## src/rtl/result_display_pkg.sv

```systemverilog
// Purpose: shared seven-segment constants for the board display blocks.
// Latency: n/a (constants and types only).
// Backpressure: n/a.
//
// Segment patterns are active-low, bit order {g,f,e,d,c,b,a}.
package result_display_pkg;

    localparam logic [6:0] SEG_0     = 7'b1000000;
    localparam logic [6:0] SEG_1     = 7'b1111001;
    localparam logic [6:0] SEG_2     = 7'b0100100;
    localparam logic [6:0] SEG_3     = 7'b0110000;
    localparam logic [6:0] SEG_4     = 7'b0011001;
    localparam logic [6:0] SEG_5     = 7'b0010010;
    localparam logic [6:0] SEG_6     = 7'b0000010;
    localparam logic [6:0] SEG_7     = 7'b1111000;
    localparam logic [6:0] SEG_8     = 7'b0000000;
    localparam logic [6:0] SEG_9     = 7'b0010000;
    localparam logic [6:0] SEG_A     = 7'b0001000;
    localparam logic [6:0] SEG_B     = 7'b0000011;
    localparam logic [6:0] SEG_C     = 7'b1000110;
    localparam logic [6:0] SEG_D     = 7'b0100001;
    localparam logic [6:0] SEG_E     = 7'b0000110;
    localparam logic [6:0] SEG_F     = 7'b0001110;
    localparam logic [6:0] SEG_BLANK = 7'h7F;

    // Active-low digit enables, all digits dark.
    localparam logic [3:0] AN_OFF    = 4'hF;

    // Digit whose decimal point marks the 8.8 binary point.
    localparam logic [1:0] DP_DIGIT  = 2'd2;

    typedef logic [1:0] digit_idx_t;

endpackage

```

## src/rtl/result_display_hex_to_seg7.sv

```systemverilog
// Purpose: nibble to active-low seven-segment hex glyph.
// Latency: combinational, zero cycles.
// Backpressure: none.
//
// Ports: nibble (4-bit value in), seg (7-bit active-low {g,f,e,d,c,b,a} out).
module hex_to_seg7
    import result_display_pkg::*;
(
    input  logic [3:0] nibble,
    output logic [6:0] seg
);

    always_comb begin
        seg = SEG_BLANK;
        case (nibble)
            4'h0: seg = SEG_0;
            4'h1: seg = SEG_1;
            4'h2: seg = SEG_2;
            4'h3: seg = SEG_3;
            4'h4: seg = SEG_4;
            4'h5: seg = SEG_5;
            4'h6: seg = SEG_6;
            4'h7: seg = SEG_7;
            4'h8: seg = SEG_8;
            4'h9: seg = SEG_9;
            4'hA: seg = SEG_A;
            4'hB: seg = SEG_B;
            4'hC: seg = SEG_C;
            4'hD: seg = SEG_D;
            4'hE: seg = SEG_E;
            4'hF: seg = SEG_F;
            default: seg = SEG_BLANK;
        endcase
    end

endmodule

```

## src/rtl/result_display.sv

```systemverilog
// Purpose: hold one 16-bit operator result and scan it in hex on a 4-digit muxed display.
// Latency: captured value reaches the pins two clk edges after the update strobe.
// Backpressure: none; update is a plain strobe, held high it tracks the inputs every cycle.
//
// Ports: clk, rst (async active-high); result/overflow/fixed_mode sampled when update=1;
//        seg/dp/an are registered active-low display pins, an[0] is the rightmost digit.
module result_display
    import result_display_pkg::*;
#(
    parameter int REFRESH_BITS = 18,
    parameter int BLINK_BITS   = 26
) (
    input  logic        clk,
    input  logic        rst,
    input  logic [15:0] result,
    input  logic        overflow,
    input  logic        fixed_mode,
    input  logic        update,
    output logic [6:0]  seg,
    output logic        dp,
    output logic [3:0]  an
);

    logic [15:0]             held_val;
    logic                    held_ovf;
    logic                    held_fix;
    logic [REFRESH_BITS-1:0] refresh_cnt;
    logic [BLINK_BITS-1:0]   blink_cnt;
    digit_idx_t              digit_idx;

    logic       refresh_wrap;
    logic [3:0] nibble;
    logic [6:0] digit_seg;
    logic [3:0] an_nxt;
    logic       dp_nxt;

    // Capture registers.
    always_ff @(posedge clk or posedge rst) begin
        if (rst) begin
            held_val <= '0;
            held_ovf <= 1'b0;
            held_fix <= 1'b0;
        end else if (update) begin
            held_val <= result;
            held_ovf <= overflow;
            held_fix <= fixed_mode;
        end
    end

    assign refresh_wrap = (refresh_cnt == '1);

    // Refresh and blink counters; the digit index steps once per refresh wrap.
    always_ff @(posedge clk or posedge rst) begin
        if (rst) begin
            refresh_cnt <= '0;
            blink_cnt   <= '0;
            digit_idx   <= '0;
        end else begin
            refresh_cnt <= refresh_cnt + REFRESH_BITS'(1);
            blink_cnt   <= blink_cnt + BLINK_BITS'(1);
            if (refresh_wrap) begin
                digit_idx <= digit_idx + 2'd1;
            end
        end
    end

    // Nibble select from the held value only, so one output cycle never mixes two values.
    always_comb begin
        nibble = held_val[3:0];
        case (digit_idx)
            2'd0: nibble = held_val[3:0];
            2'd1: nibble = held_val[7:4];
            2'd2: nibble = held_val[11:8];
            2'd3: nibble = held_val[15:12];
            default: nibble = held_val[3:0];
        endcase
    end

    hex_to_seg7 u_hex_to_seg7 (
        .nibble (nibble),
        .seg    (digit_seg)
    );

    // Overflow blink only darkens the anodes; seg/dp keep following the digit.
    always_comb begin
        an_nxt = ~(4'b0001 << digit_idx);
        if (held_ovf && blink_cnt[BLINK_BITS-1]) begin
            an_nxt = AN_OFF;
        end
        dp_nxt = ~(held_fix && (digit_idx == DP_DIGIT));
    end

    // Registered pins, glitch-free toward the board.
    always_ff @(posedge clk or posedge rst) begin
        if (rst) begin
            seg <= SEG_BLANK;
            dp  <= 1'b1;
            an  <= AN_OFF;
        end else begin
            seg <= digit_seg;
            dp  <= dp_nxt;
            an  <= an_nxt;
        end
    end

endmodule

```

## config.mk

```make
export PLATFORM = sky130hd
export DESIGN_NAME = result_display
export DESIGN_NICKNAME = d
export VERILOG_FILES = /design/src/rtl/result_display_pkg.sv /design/src/rtl/result_display_hex_to_seg7.sv /design/src/rtl/result_display.sv
export SDC_FILE = /design/constraint.sdc
export NUM_CORES = 1
export LEC_CHECK = 0
export CORE_MARGIN = 1.5
export CORE_UTILIZATION = 45
export CTS_CLUSTER_DIAMETER = 80
export DETAILED_ROUTE_END_ITERATION = 10
export PLACE_DENSITY = 0.65
export SYNTH_ARGS = -nofsm -noshare
export SYNTH_HDL_FRONTEND = slang
export SYNTH_HIERARCHICAL = 1
export SYNTH_SLANG_ARGS = --single-unit
```

## constraint.sdc

```tcl
create_clock -name clk -period 5.1 [get_ports clk]
set_input_delay 0.51 -clock clk [delete_from_list [all_inputs] [get_ports clk]]
set_output_delay 0.51 -clock clk [all_outputs]
set_load 0.05 [all_outputs]
```

==> results.toml <==
[detailed_routing]
antenna_left = 0
viasPerCell = 4.91
vias = 2073
wire_per_inst_um = 13.2
wl_mm = 5.59
route.detailed.drc = 0
drt_iter0_drc = 88
detail_route.first_pass.iterations = 4

[grt]
overflow = 0
grtUsageTotal_pct = 15.5
grt_pass1_vias = 2102
antenna_found_initial = 0
grt_pass1_wl_mm = 9.91
grt_max_degree = 45

[clock_network]
cts_inserted_buffers = 9
clk_latency_ns = 0.35
clock_sinks = 76
cts_tree = "built"
h-tree-depth = 3
ctsHoldBuffers = 0
post_cts.repair.setup_buffers = 0
cts_root_buf = "clkbuf_8"
cts.repair.resized = 0
clk_path_buf_depth = 2
path_clk_slew_ns = 0.09

[final_layout]
layout_common_cells = "dfrtp_1 (64), clkdlybuf4s50_1 (32), xnor2_1 (28), nand2_1 (25), nor2_1 (18)"
layout-drive-gt1-share_pct = 15.2
diodes = 0
area_growth_pct = 19.2
ff_latch_area_sq_um = 1920
fillers = 628
multi_input_area_sq_um = 1380
layout_commonest_cell = "dfrtp_1"
final_nets = 353

[sta]
fin_tns_setup_ns = 0
whs_ns = 0.425
fmax_ghz = 0.389
fin_crit_ns = 2.57
finalHoldViolations = 0
finalSetupViolations = 0
slew_headroom_pct = 26.6
worstMarginPinSlew_ns = 1.07
drv_slew = 0
period_share_pct = 50.4
skew_ns = 0.00995
rsz0062_at_grt = "no"
layout_setup_ws_ns = 2.53

[worst_setup_path]
cp.required_ns = 5.36
reg2reg_slack_ns = 2.53
r2r_cells = 8
cp-start-kind = "flip-flop"
cp.arrival_ns = 2.84
worstReg2RegEnd = "seg[3]"
crit_type = "flip-flop to flip-flop"
end_kind = "flip-flop"
crit_fanout = 7
worstReg2RegStart = "digit_idx[0]"

[floorplanning]
fp.dieH_um = 89.7
core_area_sq_um = 7250
ios = 33
rows = 31
die_w_um = 89.7
die-area_sq_um = 8050
start_util_pct = 46.7

[logic_synthesis]
synth_cell_types = 31
synth-main-ff-cell = "dfrtp_1"
synth_top_cell_area_share_pct = 47.3
avgSynthCellArea_sq_um = 12.1
synthTopCellsByArea = "dfrtp_1 (47%), dfstp_2 (9.3%), xnor2_1 (7.2%), mux2_2 (5.3%), ha_1 (5.2%)"
ys_seq_area_share_pct = 56.6
synth_edf_count = 0
async_reset_ff_share_pct = 100
ys_warn_count = 6
syn_inst = 280
synth-seq-cells = 76
synth.cell_area_sq_um = 3390
yosys.area.top_type = "dfrtp_1"
synth_nets = 315

[placed_design]
gp_congestion = 0.779
place_ws_ns = 2.56
hpwl_mm = 3.93
port_buffers = 32

[pwr]
vdd_drop_max_mv = 0.108
power.density_nw_per_um2 = 320
p_leak_nw = 1.85
total_power_mw = 1.29

[worst_hold_path]
whs_endpoint = "dp"
min_from = "held_fix"
holdPathStages = 1
hold_class = "flip-flop to flip-flop"

[outcome]
status = "completed"

[flow_run]
cap_violations = 0
metrics by stage:
step / util, % / area, sq um / cells
finish: 55.6 / 4040 / 422
global route: 55.6 / 4040 / 422
CTS: 55.6 / 4040 / 422
detailed placement: 52.5 / 3810 / 406
global placement: 52.5 / 3810 / 406
floorplan: - / 3390 / 280
state kept, by name, summed over array words and instances (netlist names):
register and flops:
seg 7, held_val 16, held_ovf 1, dp 1, blink_cnt 26, digit_idx 2
held_fix 1, an 4, refresh_cnt 18
critical path, stage by stage (launching register included):
cell and delay, ns:
dfrtp_1 0.41, inv_1 0.15, ha_1 0.30, a222oi_1 0.15
mux2i_1 0.44, inv_1 0.19, ha_1 0.32, inv_1 0.05
mux4_1 0.47
cells in the mapped netlist, types with 2 or more instances:
cell      count
nand3_1      17
nand4_1      11
nor3_1        4
xnor2_1      28
mux2i_1       8
a22o_1        2
o21ai_0       6
xor2_1       13
mux2_2       16
inv_1        16
buf_1         2
ha_1         14
a222oi_1      4
dfstp_2      12
nand2_1      25
nor2_1       18
dfrtp_1      64
clkbuf_1      2
and3_1        6
final cells by class:
class / instances / share of cell area [%]
well taps: 99 / 3.07
clock inverters: 7 / 2.60
clock buffers: 9 / 3.07
inverters: 16 / 1.49
multi-input cells: 182 / 34.1
repair buffers: 33 / 8.12
flip-flops and latches: 76 / 47.5
routing by layer:
| layer | vias to the layer above | track usage (%) | share of wire [%] |
|---|---|---|---|
| met5 | - | 0 | 0 |
| met4 | 0 | 8.33 | 2.5 |
| met3 | 9 | 3.64 | 3.3 |
| met2 | 37 | 23.3 | 47 |
| met1 | 999 | 20.7 | 48 |
| li1 | 1028 | - | - |
worst max path at each step:
stage / startpoint / endpoint / cells past startpoint
finish: digit_idx[0] / seg[3] / 8
global route: digit_idx[0] / seg[3] / 8
floorplan: rst / blink_cnt[0] / 1
global placement: digit_idx[0] / seg[3] / 8
detailed placement: digit_idx[0] / seg[0] / 9
CTS: digit_idx[0] / seg[0] / 9
where the power goes:
part	switching (mW)	internal (mW)	leakage (nW)
sequential	0.00934	0.630	0.952
clock	0.241	0.284	0.113
combinational	0.0742	0.0543	0.785
logic make-up (layout without fill, tap and decap cells):
| logic type | count (synthesis) | in the layout | synth area share [%] |
|---|---|---|---|
| AO/OA/AOI/OAI | 14 | 14 | 3.03 |
| adder cells (fa/ha/maj) | 14 | 14 | 5.17 |
| AND/OR/NAND/NOR | 88 | 88 | 13.4 |
| buffers and inverters | 22 | 65 | 2.70 |
| flip-flops | 76 | 76 | 56.6 |
| XOR/XNOR | 41 | 41 | 10.6 |
| multiplexers | 25 | 25 | 8.46 |
Note: power is estimated with default switching activity, not from simulation.
